$ cat config.mk
export PLATFORM = sky130hd
export DESIGN_NAME = axil_fifo_rd_flat
export DESIGN_NICKNAME = d
export VERILOG_FILES = /design/src/rtl/axil_fifo_rd_pkg.sv /design/src/rtl/axil_fifo_rd_if.sv /design/src/rtl/axil_fifo_rd_sync_fifo.sv /design/src/rtl/axil_fifo_rd.sv /design/src/flat_wrapper.sv
export SDC_FILE = /design/constraint.sdc
export NUM_CORES = 1
export LEC_CHECK = 0
export BUFFER_PORTS_ARGS = -buffer_cell sky130_fd_sc_hd__buf_2
export CORE_AREA = 2 2 119 179
export DETAILED_ROUTE_END_ITERATION = 16
export DIE_AREA = 0 0 121 181
export GPL_TIMING_DRIVEN = 0
export PLACE_DENSITY = 0.88
export SYNTH_ARGS = -nofsm -noshare
export SYNTH_HDL_FRONTEND = slang
export SYNTH_SLANG_ARGS = --single-unit
export TNS_END_PERCENT = 50
$ cat constraint.sdc
create_clock -name clk -period 21.4 [get_ports clk]
set_clock_uncertainty 0.15 [all_clocks]
set_input_delay 3.21 -clock clk [delete_from_list [all_inputs] [get_ports clk]]
set_output_delay 3.21 -clock clk [all_outputs]
set_load 0.005 [all_outputs]
$ cat src/rtl/axil_fifo_rd_pkg.sv
// axil_defs: shared AXI-lite response codes and width helper
package axil_defs;
   localparam logic [1:0] RESP_OKAY   = 2'b00;
   localparam logic [1:0] RESP_EXOKAY = 2'b01;
   localparam logic [1:0] RESP_SLVERR = 2'b10;
   localparam logic [1:0] RESP_DECERR = 2'b11;
   function automatic int clog2(input int v);
      int r;
      r = 0;
      while ((1 << r) < v) r++;
      return r;
   endfunction
endpackage

$ cat src/rtl/axil_fifo_rd_if.sv
// axil_fifo_rd_if: AXI-lite read channels (AR + R) with master/slave views
interface axil_fifo_rd_if #(parameter int ADDR_WIDTH = 32, parameter int DATA_WIDTH = 32);
   logic [ADDR_WIDTH-1:0] araddr;
   logic [2:0]            arprot;
   logic                  arvalid;
   logic                  arready;
   logic [DATA_WIDTH-1:0] rdata;
   logic [1:0]            rresp;
   logic                  rvalid;
   logic                  rready;
   modport master (output araddr, arprot, arvalid, rready, input arready, rdata, rresp, rvalid);
   modport slave  (input araddr, arprot, arvalid, rready, output arready, rdata, rresp, rvalid);
endinterface

$ cat src/rtl/axil_fifo_rd_sync_fifo.sv
// axil_sync_fifo: first-word-fall-through FIFO, no full pass-through or empty bypass
module axil_sync_fifo import axil_defs::*; #(
   parameter int WIDTH = 8,
   parameter int DEPTH = 4,
   parameter int LW    = clog2(DEPTH + 1)
) (
   input  logic             clk,
   input  logic             rst_n,
   input  logic [WIDTH-1:0] in_data,
   input  logic             in_valid,
   output logic             in_ready,
   output logic [WIDTH-1:0] out_data,
   output logic             out_valid,
   input  logic             out_ready,
   output logic [LW-1:0]    level
);
   localparam int AW = clog2(DEPTH);
   logic [AW:0]      wr_q, wr_d, rd_q, rd_d, diff;
   logic [WIDTH-1:0] mem_q [DEPTH];
   logic [WIDTH-1:0] mem_d [DEPTH];
   logic             full, empty, push, pop;
   assign full      = (wr_q[AW] != rd_q[AW]) && (wr_q[AW-1:0] == rd_q[AW-1:0]);
   assign empty     = wr_q == rd_q;
   assign in_ready  = rst_n & !full;
   assign out_valid = !empty;
   assign push      = in_valid & in_ready;
   assign pop       = out_valid & out_ready;
   assign out_data  = mem_q[rd_q[AW-1:0]];
   assign diff      = wr_q - rd_q;
   assign level     = LW'(diff);
   // next pointers and storage write
   always_comb begin
      wr_d  = wr_q + {{AW{1'b0}}, push};
      rd_d  = rd_q + {{AW{1'b0}}, pop};
      mem_d = mem_q;
      if (push) mem_d[wr_q[AW-1:0]] = in_data;
   end
   // pointer registers, cleared by reset
   always_ff @(posedge clk or negedge rst_n) begin
      if (!rst_n) begin
         wr_q <= '0;
         rd_q <= '0;
      end else begin
         wr_q <= wr_d;
         rd_q <= rd_d;
      end
   end
   // storage needs no reset: contents are only visible behind valid
   always_ff @(posedge clk) begin
      mem_q <= mem_d;
   end
endmodule

$ cat src/rtl/axil_fifo_rd.sv
// axil_fifo_rd: buffered AXI-lite read path with R-slot reservation
module axil_fifo_rd import axil_defs::*; #(
   parameter int DATA_WIDTH = 32,
   parameter int ADDR_WIDTH = 32,
   parameter int AR_DEPTH   = 4,
   parameter int R_DEPTH    = 4,
   localparam int CW = clog2(((AR_DEPTH > R_DEPTH) ? AR_DEPTH : R_DEPTH) + 1)
) (
   input  logic                  clk,
   input  logic                  rst_n,
   axil_fifo_rd_if.slave         s_axil,
   axil_fifo_rd_if.master        m_axil,
   output logic [CW-1:0]         ar_level,
   output logic [CW-1:0]         r_level,
   output logic [CW-1:0]         rsv_count
);
   logic [ADDR_WIDTH+2:0] ar_out;
   logic [DATA_WIDTH+1:0] r_out;
   logic                  ar_valid, issue_ok, ar_hs, r_hs;
   logic [CW-1:0]         rsv_q, rsv_d;
   // an AR may only leave when an R slot is guaranteed for its answer
   assign issue_ok       = rsv_q < CW'(R_DEPTH);
   assign m_axil.arvalid = ar_valid & issue_ok;
   assign {m_axil.araddr, m_axil.arprot} = ar_out;
   assign {s_axil.rdata, s_axil.rresp}   = r_out;
   assign ar_hs          = m_axil.arvalid & m_axil.arready;
   assign r_hs           = s_axil.rvalid & s_axil.rready;
   assign rsv_count      = rsv_q;
   axil_sync_fifo #(.WIDTH(ADDR_WIDTH + 3), .DEPTH(AR_DEPTH), .LW(CW)) u_ar (
      .clk(clk), .rst_n(rst_n),
      .in_data({s_axil.araddr, s_axil.arprot}), .in_valid(s_axil.arvalid), .in_ready(s_axil.arready),
      .out_data(ar_out), .out_valid(ar_valid), .out_ready(m_axil.arready & issue_ok),
      .level(ar_level)
   );
   axil_sync_fifo #(.WIDTH(DATA_WIDTH + 2), .DEPTH(R_DEPTH), .LW(CW)) u_r (
      .clk(clk), .rst_n(rst_n),
      .in_data({m_axil.rdata, m_axil.rresp}), .in_valid(m_axil.rvalid), .in_ready(m_axil.rready),
      .out_data(r_out), .out_valid(s_axil.rvalid), .out_ready(s_axil.rready),
      .level(r_level)
   );
   // reservation: issued reads plus R data not yet taken upstream
   always_comb begin
      rsv_d = rsv_q + CW'(ar_hs) - CW'(r_hs);
   end
   // reservation register
   always_ff @(posedge clk or negedge rst_n) begin
      if (!rst_n) rsv_q <= '0;
      else        rsv_q <= rsv_d;
   end
endmodule

$ cat src/flat_wrapper.sv
// flat-port wrapper written by rule: the top's interface ports become plain ports
module axil_fifo_rd_flat import axil_defs::*;
#(
   parameter int DATA_WIDTH = 32,
   parameter int ADDR_WIDTH = 32,
   parameter int AR_DEPTH   = 4,
   parameter int R_DEPTH    = 4,
   localparam int CW = clog2(((AR_DEPTH > R_DEPTH) ? AR_DEPTH : R_DEPTH) + 1)
)
  (clk, rst_n, ar_level, r_level, rsv_count, s_axil_araddr, s_axil_arprot, s_axil_arvalid, s_axil_rready, s_axil_arready, s_axil_rdata, s_axil_rresp, s_axil_rvalid, m_axil_araddr, m_axil_arprot, m_axil_arvalid, m_axil_rready, m_axil_arready, m_axil_rdata, m_axil_rresp, m_axil_rvalid);
  axil_fifo_rd_if #(.ADDR_WIDTH(ADDR_WIDTH), .DATA_WIDTH(DATA_WIDTH)) s_axil_i ();
  axil_fifo_rd_if #(.ADDR_WIDTH(ADDR_WIDTH), .DATA_WIDTH(DATA_WIDTH)) m_axil_i ();
  input  logic clk;
  input  logic rst_n;
  output logic [CW-1:0] ar_level;
  output logic [CW-1:0] r_level;
  output logic [CW-1:0] rsv_count;
  input wire logic [$bits(s_axil_i.araddr)-1:0] s_axil_araddr;
  input wire logic [$bits(s_axil_i.arprot)-1:0] s_axil_arprot;
  input wire logic [$bits(s_axil_i.arvalid)-1:0] s_axil_arvalid;
  input wire logic [$bits(s_axil_i.rready)-1:0] s_axil_rready;
  output wire logic [$bits(s_axil_i.arready)-1:0] s_axil_arready;
  output wire logic [$bits(s_axil_i.rdata)-1:0] s_axil_rdata;
  output wire logic [$bits(s_axil_i.rresp)-1:0] s_axil_rresp;
  output wire logic [$bits(s_axil_i.rvalid)-1:0] s_axil_rvalid;
  output wire logic [$bits(m_axil_i.araddr)-1:0] m_axil_araddr;
  output wire logic [$bits(m_axil_i.arprot)-1:0] m_axil_arprot;
  output wire logic [$bits(m_axil_i.arvalid)-1:0] m_axil_arvalid;
  output wire logic [$bits(m_axil_i.rready)-1:0] m_axil_rready;
  input wire logic [$bits(m_axil_i.arready)-1:0] m_axil_arready;
  input wire logic [$bits(m_axil_i.rdata)-1:0] m_axil_rdata;
  input wire logic [$bits(m_axil_i.rresp)-1:0] m_axil_rresp;
  input wire logic [$bits(m_axil_i.rvalid)-1:0] m_axil_rvalid;
  assign s_axil_i.araddr = s_axil_araddr;
  assign s_axil_i.arprot = s_axil_arprot;
  assign s_axil_i.arvalid = s_axil_arvalid;
  assign s_axil_i.rready = s_axil_rready;
  assign s_axil_arready = s_axil_i.arready;
  assign s_axil_rdata = s_axil_i.rdata;
  assign s_axil_rresp = s_axil_i.rresp;
  assign s_axil_rvalid = s_axil_i.rvalid;
  assign m_axil_araddr = m_axil_i.araddr;
  assign m_axil_arprot = m_axil_i.arprot;
  assign m_axil_arvalid = m_axil_i.arvalid;
  assign m_axil_rready = m_axil_i.rready;
  assign m_axil_i.arready = m_axil_arready;
  assign m_axil_i.rdata = m_axil_rdata;
  assign m_axil_i.rresp = m_axil_rresp;
  assign m_axil_i.rvalid = m_axil_rvalid;
  axil_fifo_rd #(.DATA_WIDTH(DATA_WIDTH), .ADDR_WIDTH(ADDR_WIDTH), .AR_DEPTH(AR_DEPTH), .R_DEPTH(R_DEPTH)) u_core (.clk(clk), .rst_n(rst_n), .s_axil(s_axil_i), .m_axil(m_axil_i), .ar_level(ar_level), .r_level(r_level), .rsv_count(rsv_count));
endmodule
# After elaboration in Yosys (flattened, before gate mapping)
# Index checks and enable logic that the tools add are counted.
[op_classes]
n_lt_le_gt_ge = 7
addsub = 8
n_eq_ne = 6
n_reduce_logical = 8
bitwise = 13
muxes = 12
[ops]
columns = ["op", "n"]
rows = [
  ["bitwise mux 140 bit", 1],
  ["bitwise mux 136 bit", 1],
  ["2-to-1 mux 35 bit", 3],
  ["2-to-1 mux 34 bit", 3],
  ["binary-select mux 35 bit (select 2 bit)", 1],
  ["demux 35 bit (select 2 bit)", 1],
  ["binary-select mux 34 bit (select 2 bit)", 1],
  ["demux 34 bit (select 2 bit)", 1],
  ["adder 3 x 1 -> 3 bit", 5],
  [">= comparator 3 bit (second input constant)", 4],
  ["inverter 2 -> 3 bit", 4],
  ["bitwise AND 1 bit", 9],
  ["== test 3 bit", 2],
  ["< comparator 3 x 1 -> 1 bit (second input constant)", 2],
  ["subtractor 3 bit", 2],
  ["== test 2 bit", 2],
  ["logical AND 1 bit", 4],
  ["logical NOT 1 bit", 4],
  ["< comparator 3 bit (second input constant)", 1],
  ["subtractor 3 x 1 -> 3 bit", 1],
  ["!= test 1 bit", 2],
]
[totals]
out_inout_bits = 82
in_bits = 75
ff_bits = 291

# Longest topological paths before layout
# Gate-level depths: netlist of the first run.
[logic_depth]
ltp_word = 6
depth_mapped = 12
ltp_nobuf = 10

# Modules after synthesis
# From an unflattened synthesis of the first run, not the netlist that was laid out.
[unflattened]
cells_unflattened = 441
area_unflattened_um2 = 11001.8
[modules_own_cells]
columns = ["module", "instances", "seq_area_each_um2", "cells_per_inst", "area_each_um2"]
rows = [
  ["axil_sync_fifo (u_core.u_ar)", 1, 4354.2, 216, 5484.0],
  ["axil_sync_fifo (u_core.u_r)", 1, 4234.1, 211, 5337.6],
  ["axil_fifo_rd", 1, 75.1, 14, 180.2],
]

# Worst setup path after synthesis of the first run
# Ideal clock, no wire load.
[synth_timing]
path_type = "input port to flip-flop"
startpoint = "input s_axil_arvalid"
endpoint = "register u_core.u_ar.mem_q[0] in the netlist's numbering, enable pin"
path_stages = 2
slack_ns = 11.757
arrival_time_ns = 8.877
setup_time_ns = 0.616
required_ns = 20.634
n_path_buf = 0
path_cell_list = "nand2_1 a2111oi_0"
[synth_between]
elab_chain_len = 1
[synth_rtl]
columns = ["element", "line", "source"]
rows = [
  ["start, declared", "flat_wrapper.sv:20", "input wire logic [$bits(s_axil_i.arvalid)-1:0] s_axil_arvalid;"],
  ["bitwise AND 1 bit", "axil_fifo_rd_sync_fifo.sv:26", "assign push = in_valid & in_ready;"],
  ["end signal, assigned", "axil_fifo_rd_sync_fifo.sv:50", "mem_q <= mem_d;"],
  ["end, declared", "axil_fifo_rd_sync_fifo.sv:19", "logic [WIDTH-1:0] mem_q [DEPTH];"],
]
# No other way between the ends.
# A chain may end at the register's enable or synchronous reset.

# Final worst setup path of the first run
[layout_timing]
startpoint = "input rst_n"
endpoint = "output m_axil_rready"
[layout_between]
elab_chain_len = 1
[layout_rtl]
columns = ["element", "line", "source"]
rows = [
  ["start, declared", "flat_wrapper.sv:14", "input logic rst_n;"],
  ["bitwise AND 1 bit", "axil_fifo_rd_sync_fifo.sv:24", "assign in_ready = rst_n & !full;"],
  ["end, declared", "flat_wrapper.sv:29", "output wire logic [$bits(m_axil_i.rready)-1:0] m_axil_rready;"],
]
# No other way between the ends.

==> run metrics, run 1 <==
period utilisation layout=~34%; Vias/cell=approximately 5.6; net switching power figure=between 400 and 500 uW; DR WL/cell=between 20 and 25 um; finished layout cell area=13,220 sq um; power per cell area=130.5 nW/um^2; Clock Power Share=around a quarter; CP dominant cell by count=buf_2; die area=about 22,000 sq um; RD Place Congestion=about 0.73; vias in the first global route=just under 6,000; flop-to-flop setup slack=between 15,000 and 20,000 ps; initial antenna violation count=1; CTS tree=yes; peak supply drop=92.21 uV; Die H=between 150 and 200 um; P_int=1225 uW; Clock Path Buffers=3; all-layer global routing usage=around a fifth; power share of the sequential group=between 40% and 50%; Sw Share=between 20% and 30%; Avg Inst Size Synth=approximately 25 sq um; clock transition at the registers of the reported paths=around 60 ps; Critical Path Sink Type=output pin; Leak=~0.0047 uW; final setup vio count=0; Yosys reg bits=291; RSZ-0062 raised after global routing=false; Synth cell types=24; first-pass iteration count of the detailed router=4; share of layout cells above drive strength 1=about 45%; Tightest Pin Transition=694.4 ps; placed instance area=between 10,000 and 15,000 sq um; Clock Latency Late Sink=roughly 510 ps; outcome=finished clean; syn_nets=roughly 540; Setup Fix Bufs, Post-CTS=0; Worst EP required=18,040 ps; drt initial violations=342; Mapped Area=11,010 sq um; clock sink count=~290; CP Launch Type=input pin; CP peak stage delay=390 ps; CTS hold repair buffers=0; Max-Cap Viols=0; Num CTS Buffers=26; cell family with most CP delay=buffers and inverters; Post-synth EDFFs=~280; combinational power share=between 30% and 40%; n_diodes=0; sequential area share after synthesis=78.71%; DPL Wire Length=roughly 15 mm; Primary FF master, synth=edfxtp_1; I/O pin count=roughly 160; fmax=0.1355 GHz; Max FO, Critical Path=23; Final min period=7382 ps; PostCTS Resize Cnt=0; fin nets=between 700 and 800; Residual DRC=0; I/O Buffers=about 160; largest net degree at the start of global routing=24; CP Class=input pin to output pin; WP buf/inv=2; Hold Crit Class=register to register; worst relative slew slack=53.67%; ANT nets after route=0; H-tree depth=1; Gate Count Post-Synth=447; Total Wirelength=just over 20 mm; Warnings, synthesis=0; Crit-path slowest cell=buf_2; Pins Over Slew Limit=0; initial core utilization=between 50% and 60%; setup_tns=0 ps; endpoints failing hold=0; chip width=roughly 120 um; Core Footprint=about 20,000 sq um; row count=64; first-pass GRT wire length=32.48 mm; CP cell instances=buf_2, a21boi_0, buf_2; detailed-route via count=between 5,000 and 6,000; Async S/R FF share, synth=about 5.2%; P&R area growth vs syn=20.11%; CTS root buf=clkbuf_16; Congestion Overflow GR=0; arrival time worst endpoint=roughly 4000 ps
## final timing paths
kind	from	end	depth (start not counted)
setup reg to reg	u_core.u_ar.rd_q[1]	u_core.u_ar.mem_q[5]	10
max in group asynchronous	rst_n	u_core.u_r.wr_q[0]	1
hold reg to reg	u_core.u_r.wr_q[2]	u_core.u_r.wr_q[2]	1
hold / removal	u_core.u_r.wr_q[2]	u_core.u_r.wr_q[2]	1
setup / recovery	rst_n	m_axil_rready	3
min in group asynchronous	rst_n	u_core.u_ar.wr_q[1]	1
## layer usage
layer | track usage (%) | up-vias | share of wire (%)
met4 | 4.419 | 0 | 1.8
met2 | 34.76 | 205 | 54
li1 | - | 2300 | -
met5 | 0 | - | 0
met1 | 23.49 | 2683 | 36
met3 | 5.082 | 33 | 8.1
## synthesized netlist by cell type (all sizes together) (2+ instances only)
master,number,area [sq um]
edfxtp,276,8288
mux4,69,1580
buf,17,193.9
dfrtp,15,375.4
ha,14,175.2
inv,14,52.55
a21oi,9,45.04
xor2,8,77.58
a2111oi,4,35.03
fa,3,60.06
nand2,3,11.26
xnor2,3,26.28
a21boi,2,15.01
and2,2,12.51
nand2b,2,12.51
nand4b,2,17.52
## sequential cells by signal, indices dropped and copies added, names as in the netlist
name / flops
u_core.u_ar.mem_q: 140
u_core.u_r.mem_q: 136
u_core.rsv_count: 3
u_core.u_ar.rd_q: 3
u_core.u_ar.wr_q: 3
u_core.u_r.rd_q: 3
u_core.u_r.wr_q: 3
## power by group through the flow
stage | Sequential [uW] | Clock, uW | Combinational, uW
6_report | 739 | 424 | 561
2_1_floorplan | 749 | 0 | 338
5_1_grt | 746 | 455 | 611
3_3_place_gp | 758 | 0 | 514
3_5_place_dp | 752 | 0 | 565
4_1_cts | 740 | 435 | 573
## cells in the final DEF, fill, tap and decap left out
master      Yosys  layout
clkinvlp_4      0       2
xnor2_1         3       3
nand4bb_1       1       1
inv_1          14      14
buf_12          6       6
clkbuf_16       0      26
xor2_1          7       7
a21boi_0        2       2
mux4_2         62      62
clkinv_1        0       4
nand2_1         3       3
ha_1           14      14
fa_1            3       3
nand4b_1        2       2
edfxtp_1      276     276
buf_4           0      12
clkbuf_1        1       5
clkinv_8        0       1
buf_16          0       4
dfrtp_1        15      15
inv_6           0       1
clkinv_4        0       3
nand4_1         1       1
clkinv_2        0       1
a21oi_4         0       4
xor2_2          1       1
mux4_1          7       7
buf_2           8     174
buf_6           3       3
and2_1          2       2
nand2b_1        2       2
o21a_1          1       1
bufinv_16       0       1
a2111oi_2       0       4
a21oi_1         9       5
## cell families (layout without fill, tap and decap cells)
family / Yosys count / after routing / synth area share [%]
adders and majority gates: 17 / 17 / 2.137
buffers and inverters: 32 / 257 / 2.274
muxes: 69 / 69 / 14.36
DFF: 291 / 291 / 78.71
xor gates and xnor gates: 11 / 11 / 0.9436
AOI/OAI and AO/OA: 16 / 16 / 0.9321
and+or+nand+nor: 11 / 11 / 0.6480
## layout make-up
type	instances	area (sq um)
Clock inverter	13	116.4
Multi-Input combinational cell	124	2163
Inverter	14	52.55
Sequential cell	291	8663
Timing Repair Buffer	182	1031
Fill cell	1273	7039
Buffer	18	197.7
Clock buffer	30	665.6
Tap cell	264	330.3
## through the flow
stage / power (uW) / instances / setup WS, ps / utilization (%) / hold slack [ps]
floorplan: 1086 / 447 / 11760 / - / 342.8
global placement: 1272 / 867 / 7541 / 59.81 / 346.2
detailed placement: 1317 / 893 / 13990 / 61.39 / 357.5
CTS: 1748 / 936 / 13990 / 65.25 / 370.1
global route: 1812 / 936 / 13920 / 65.25 / 383.9
finish: 1725 / 936 / 14020 / 65.25 / 363.4
No activity file was read; power rests on OpenSTA's default activity.
==> run 2, diff against run 1 <==
--- a/config.mk
+++ b/config.mk
@@ -6,11 +6,11 @@
 export NUM_CORES = 1
 export LEC_CHECK = 0
 export BUFFER_PORTS_ARGS = -buffer_cell sky130_fd_sc_hd__buf_2
-export CORE_AREA = 2 2 119 179
+export CORE_AREA = 2 2 123 185
 export DETAILED_ROUTE_END_ITERATION = 16
-export DIE_AREA = 0 0 121 181
+export DIE_AREA = 0 0 125 187
 export GPL_TIMING_DRIVEN = 0
-export PLACE_DENSITY = 0.88
+export PLACE_DENSITY = 0.87
 export SYNTH_ARGS = -nofsm -noshare
 export SYNTH_HDL_FRONTEND = slang
 export SYNTH_SLANG_ARGS = --single-unit
==> constraint.sdc (replaced) <==
create_clock -name clk -period 6.1 [get_ports clk]
set_clock_uncertainty 0.15 [all_clocks]
set_input_delay 0.915 -clock clk [delete_from_list [all_inputs] [get_ports clk]]
set_output_delay 0.915 -clock clk [all_outputs]
set_load 0.005 [all_outputs]
==> run metrics, run 2 (same netlist as run 1, synthesis figures left out) <==
Setup WS post-layout=2083 ps (was 14,020 ps); Critical Path Sink Type=register (was output pin); I/O Buffers=156 (unchanged); all-layer global routing usage=17.42% (was 19.43%); CP Class=register to register (was input pin to output pin); Max FO, Critical Path=10 (was 23); pre-CTS WS=1922 ps (was 13,990 ps); Residual DRC=0 (unchanged); largest registers=u_core.u_ar.mem_q: 140 flops, u_core.u_r.mem_q: 136 flops (unchanged); cell family with most CP delay=buffers and inverters (unchanged); n_diodes=0 (unchanged); P&R area growth vs syn=19.93% (was 20.11%); Largest register FFs=140 (unchanged); Crit-path slowest cell=a2111oi_2 (was buf_2); largest net degree at the start of global routing=24 (unchanged); peak supply drop=330.5 uV (was 92.21 uV); total power=6032 uW (was 1725 uW); initial antenna violation count=0 (was 1); Total Wirelength=20.37 mm (was 20.71 mm); Hold Crit Class=input pin to asynchronous set/reset pin (was register to register); worst relative slew slack=32.93% (was 53.67%); PostCTS Resize Cnt=0 (unchanged); period utilisation layout=between 60% and 70%; share of layout cells above drive strength 1=44.64% (was 45.39%); placed instance area=12,430 sq um (was 12,440 sq um); RSZ-0062 raised after global routing=false (unchanged); chip width=125 um (was 121 um); Final min period=about 4000 ps; power per cell area=456.9 nW/um^2 (was 130.5 nW/um^2); fin nets=748 (was 749); CP cell instances=buf_2, buf_2, inv_1, ha_1, and2_1, buf_6, a2111oi_2, buf_4, buf_4, buf_4, buf_2, buf_2 (was buf_2, a21boi_0, buf_2); die area=23,380 sq um (was 21,900 sq um); H-tree depth=1 (unchanged); commonest non-fill, non-tap cell in the layout=edfxtp_1 (unchanged); Pins Over Slew Limit=0 (unchanged); worst hold slack=184.2 ps (was 363.4 ps); CP dominant cell by count=buf_2 (unchanged); DPL Wire Length=14.67 mm (was 14.70 mm); row count=67 (was 64); finished layout cell area=13,200 sq um (was 13,220 sq um); vias in the first global route=5,747 (was 5,790); Tightest Pin Transition=1004 ps (was 694.4 ps); endpoints failing hold=0 (unchanged); leading cell types in the layout, fill and taps excluded=edfxtp_1, buf_2, mux4_2 (unchanged); CTS hold repair buffers=0 (unchanged); CP peak stage delay=830 ps (was 390 ps); first-pass iteration count of the detailed router=4 (unchanged); Worst EP required=6170 ps (was 18,040 ps); CTS root buf=clkbuf_16 (unchanged); outcome=finished clean (unchanged); DR WL/cell=21.49 um (was 22.12 um); drt initial violations=289 (was 342); Max-Cap Viols=0 (unchanged); RD Place Congestion=0.7402 (was 0.7335); Core Footprint=21,960 sq um (was 20,260 sq um); Vias/cell=5.513 (was 5.578); Clock Path Buffers=3 (unchanged); CTS tree=yes (unchanged); CP Launch Type=register (was input pin); fmax=0.2490 GHz; Leak=0.004711 uW (was 0.004721 uW); Setup Fix Bufs, Post-CTS=0 (unchanged); Num CTS Buffers=27 (was 26); first-pass GRT wire length=32.13 mm (was 32.48 mm); clock transition at the registers of the reported paths=60 ps (about the same); arrival time worst endpoint=4090 ps (was 4020 ps); clock sink count=291 (unchanged); most flop-heavy register=u_core.u_ar.mem_q (unchanged); ANT nets after route=0 (unchanged); I/O pin count=157 (unchanged); WP buf/inv=9 (was 2); Clock Latency Late Sink=530 ps (was 510 ps); Die H=187 um (was 181 um); Congestion Overflow GR=0 (unchanged); detailed-route via count=5,226 (was 5,221); final setup vio count=0 (unchanged); initial core utilization=50.11% (was 54.33%)
## run 2: final cells by class
cell class | count | area (sq um)
Clock buffer | 34 | 701.9
Timing Repair Buffer | 180 | 1011
Buffer | 18 | 197.7
Sequential cell | 291 | 8663
Fill cell | 1535 | 8763
Inverter | 14 | 52.55
Tap cell | 276 | 345.3
Clock inverter | 11 | 65.06
Multi-Input combinational cell | 124 | 2163
## run 2: worst reg2reg max path, stage by stage (launching register included)
cell and delay (ps):
dfrtp_1 390, buf_2 250, buf_2 310, inv_1 80
ha_1 260, and2_1 140, buf_6 140, a2111oi_2 830
buf_4 310, buf_4 190, buf_4 170, buf_2 220
buf_2 260
## run 2: path summary, 6_finish.rpt
kind                                           from                      to  slack [ps]  cells after the start
worst max-delay path            u_core.u_ar.rd_q[1]  u_core.u_ar.mem_q[114]        2080                     12
worst min-delay path                          rst_n     u_core.u_ar.wr_q[2]         180                      1
worst max register to register  u_core.u_ar.rd_q[1]  u_core.u_ar.mem_q[114]        2080                     12
worst min register to register   u_core.u_r.wr_q[2]      u_core.u_r.wr_q[2]         370                      1
max in group asynchronous                     rst_n      u_core.u_r.rd_q[1]        5280                      1
min in group clk                 u_core.u_r.wr_q[2]      u_core.u_r.wr_q[2]         370                      1
## run 2: where the power goes
part / switching (uW) / internal, uW
clock network: 679 / 813
registers: 107 / 2480
logic: 967 / 983
total: 1750 / 4280
## run 2: per-stage QoR
step	TNS, ps	util, %	instances
detailed placement	0	56.61	903
finish	0	60.10	948
global route	0	60.10	948
floorplan	-221600	-	447
global placement	-741300	55.24	879
CTS	0	60.10	948
## run 2: per-layer routing
layer	track usage, %	vias up	wire [um]
li1	-	2300	-
met1	21.22	2684	7681
met2	31.29	210	10830
met3	4.462	32	1471
met4	4.060	0	386
met5	0	-	0
==> run 3, diff against run 2 <==
--- a/config.mk
+++ b/config.mk
@@ -6,11 +6,11 @@
 export NUM_CORES = 1
 export LEC_CHECK = 0
 export BUFFER_PORTS_ARGS = -buffer_cell sky130_fd_sc_hd__buf_2
-export CORE_AREA = 2 2 123 185
+export CORE_AREA = 2 2 119 179
 export DETAILED_ROUTE_END_ITERATION = 16
-export DIE_AREA = 0 0 125 187
+export DIE_AREA = 0 0 121 181
 export GPL_TIMING_DRIVEN = 0
-export PLACE_DENSITY = 0.87
+export PLACE_DENSITY = 0.88
 export SYNTH_ARGS = -nofsm -noshare
 export SYNTH_HDL_FRONTEND = slang
 export SYNTH_SLANG_ARGS = --single-unit
==> constraint.sdc (replaced) <==
create_clock -name clk -period 3.8 [get_ports clk]
set_clock_uncertainty 0.15 [all_clocks]
set_input_delay 0.57 -clock clk [delete_from_list [all_inputs] [get_ports clk]]
set_output_delay 0.57 -clock clk [all_outputs]
set_load 0.005 [all_outputs]
==> run metrics, run 3 (same netlist as run 1, synthesis figures left out) <==
outcome=finished clean (unchanged); endpoints failing hold=0 (unchanged); Worst EP required=3080 ps (was 6170 ps); CP dominant cell by count=buf_2 (unchanged); CTS root buf=clkbuf_16 (unchanged); P&R area growth vs syn=21.25% (was 19.93%); Max-Cap Viols=0 (unchanged); I/O pin count=157 (unchanged); hold depth=1; Die H=181 um (was 187 um); arrival time worst endpoint=2850 ps (was 4090 ps); leading cell types in the layout, fill and taps excluded=edfxtp_1, buf_2, mux4_2 (unchanged); period utilisation layout=between 90% and 100%; DR WL/cell=22.10 um (was 21.49 um); setup_tns=0 ps (unchanged); vias in the first global route=5,809 (was 5,747); Pins Over Slew Limit=0 (unchanged); clock sink count=291 (unchanged); detailed-route via count=5,175 (was 5,226); Total Wirelength=20.51 mm (was 20.37 mm); clock transition at the registers of the reported paths=70 ps (was 60 ps); DPL Wire Length=14.48 mm (was 14.67 mm); cell family with most CP delay=buffers and inverters (unchanged); worst relative slew slack=30.09% (was 32.93%); all-layer global routing usage=19.28% (was 17.42%); largest registers=u_core.u_ar.mem_q: 140 flops, u_core.u_r.mem_q: 136 flops (unchanged); worst r2r path cells=8 (was 12); CP Launch Type=register (unchanged); WP buf/inv=5 (was 9); Setup Fix Bufs, Post-CTS=0 (unchanged); most flop-heavy register=u_core.u_ar.mem_q (unchanged); Residual DRC=0 (unchanged); Post-Layout Cell Count=928 (was 948); CP cell instances=buf_2, buf_2, inv_1, ha_1, and2_1, clkbuf_1, a21boi_0, buf_2 (was buf_2, buf_2, inv_1, ha_1, and2_1, buf_6, a2111oi_2, buf_4, buf_4, buf_4, buf_2, buf_2); Largest register FFs=140 (unchanged); Hold Crit Class=input pin to register (was input pin to asynchronous set/reset pin); drt initial violations=345 (was 289); fin nets=737 (was 748); CP Class=register to output pin (was register to register); power per cell area=749.5 nW/um^2 (was 456.9 nW/um^2); Critical Path Sink Type=output pin (was register); Final min period=around 3600 ps; worst hold slack=105.5 ps (was 184.2 ps); Max FO, Critical Path=10 (unchanged); Clock Latency Late Sink=520 ps (was 530 ps); final setup vio count=0 (unchanged); die area=21,900 sq um (was 23,380 sq um); chip width=121 um (was 125 um); Clock Path Buffers=3 (unchanged); Core Footprint=20,260 sq um (was 21,960 sq um); Layout fillers=1,232 (was 1,535); first-pass iteration count of the detailed router=4 (unchanged); share of layout cells above drive strength 1=45.33% (was 44.64%); Crit-path slowest cell=clkbuf_1 (was a2111oi_2); Leak=0.004720 uW (was 0.004711 uW); finished layout cell area=13,350 sq um (was 13,200 sq um); largest net degree at the start of global routing=25 (was 24); Util after Layout=65.87% (was 60.10%); ANT nets after route=0 (unchanged); CP peak stage delay=480 ps (was 830 ps); Congestion Overflow GR=0 (unchanged); RSZ-0062 raised after global routing=false (unchanged); initial antenna violation count=0 (unchanged); commonest non-fill, non-tap cell in the layout=edfxtp_1 (unchanged); fmax=between 0.2 and 0.3 GHz; first-pass GRT wire length=32.18 mm (was 32.13 mm); placed insts=881 (was 903); H-tree depth=1 (unchanged); I/O Buffers=156 (unchanged); Num CTS Buffers=25 (was 27); placed instance area=12,460 sq um (was 12,430 sq um); Vias/cell=5.577 (was 5.513); CTS tree=yes (unchanged); n_diodes=0 (unchanged); peak supply drop=554.8 uV (was 330.5 uV); initial core utilization=54.33% (was 50.11%); Tightest Pin Transition=1049 ps (was 1004 ps); row count=64 (was 67); RD Place Congestion=0.6971 (was 0.7402); Crit path depth=8 (was 12)
run 3: path summary, 6_finish.rpt:
kind                                      from                endpoint  slack, ps
setup / recovery            u_core.u_r.rd_q[1]           m_axil_rready        230
hold / removal               s_axil_araddr[15]   u_core.u_ar.mem_q[88]        110
setup reg to reg           u_core.u_ar.rd_q[1]  u_core.u_ar.mem_q[123]        460
hold reg to reg             u_core.u_r.wr_q[2]      u_core.u_r.wr_q[2]        370
max in group asynchronous                rst_n      u_core.u_r.wr_q[0]       2790
min in group asynchronous                rst_n     u_core.u_ar.wr_q[2]        380
run 3: layout make-up:
cell class	instances	area, sq um	share of cell area [%]
clock buffer	27	633.1	4.744
clock inverter	19	237.7	1.781
tap	264	330.3	2.475
inverter	14	52.55	0.3938
buffer	18	197.7	1.481
sequential	291	8663	64.92
timing repair buffer	171	1017	7.622
multi-input combinational	124	2213	16.59
run 3: power by group:
group	switching, uW	leakage, uW	internal [uW]
Clock	1090	0.000424	1560
Sequential	188	0.00268	3980
Combinational	1590	0.00162	1590
run 3: repair_timing:
item / 4_1_cts / 5_1_grt
endpoints found under the hold margin: 15 / 0
resized for setup: 0 / 0
hold buffers: 1 / 0
run 3: per-layer routing:
metal,vias to the layer above,global-route usage (%),routed length [um]
met2,213,35.17,11210
met3,34,4.104,1493
li1,2277,-,-
met4,0,4.977,403
met5,-,0,0
met1,2651,23.03,7404
run 3: worst reg2reg max path: cells and delay by family, from the launching register on:
family	cells	cell delay, ps
and+or+nand+nor	1	150
buffers and inverters	5	1100
adders and majority gates	1	260
DFF	1	420
AOI/OAI and AO/OA	1	960
run 3: stage by stage:
stage          total power [uW]  setup WS (ps)
3_3_place_gp               7162          -2085
4_1_cts                   10140          183.2
5_1_grt                   10490          98.56
2_1_floorplan              6129         -453.2
3_5_place_dp               7478          415.4
6_report                  10000          232.3
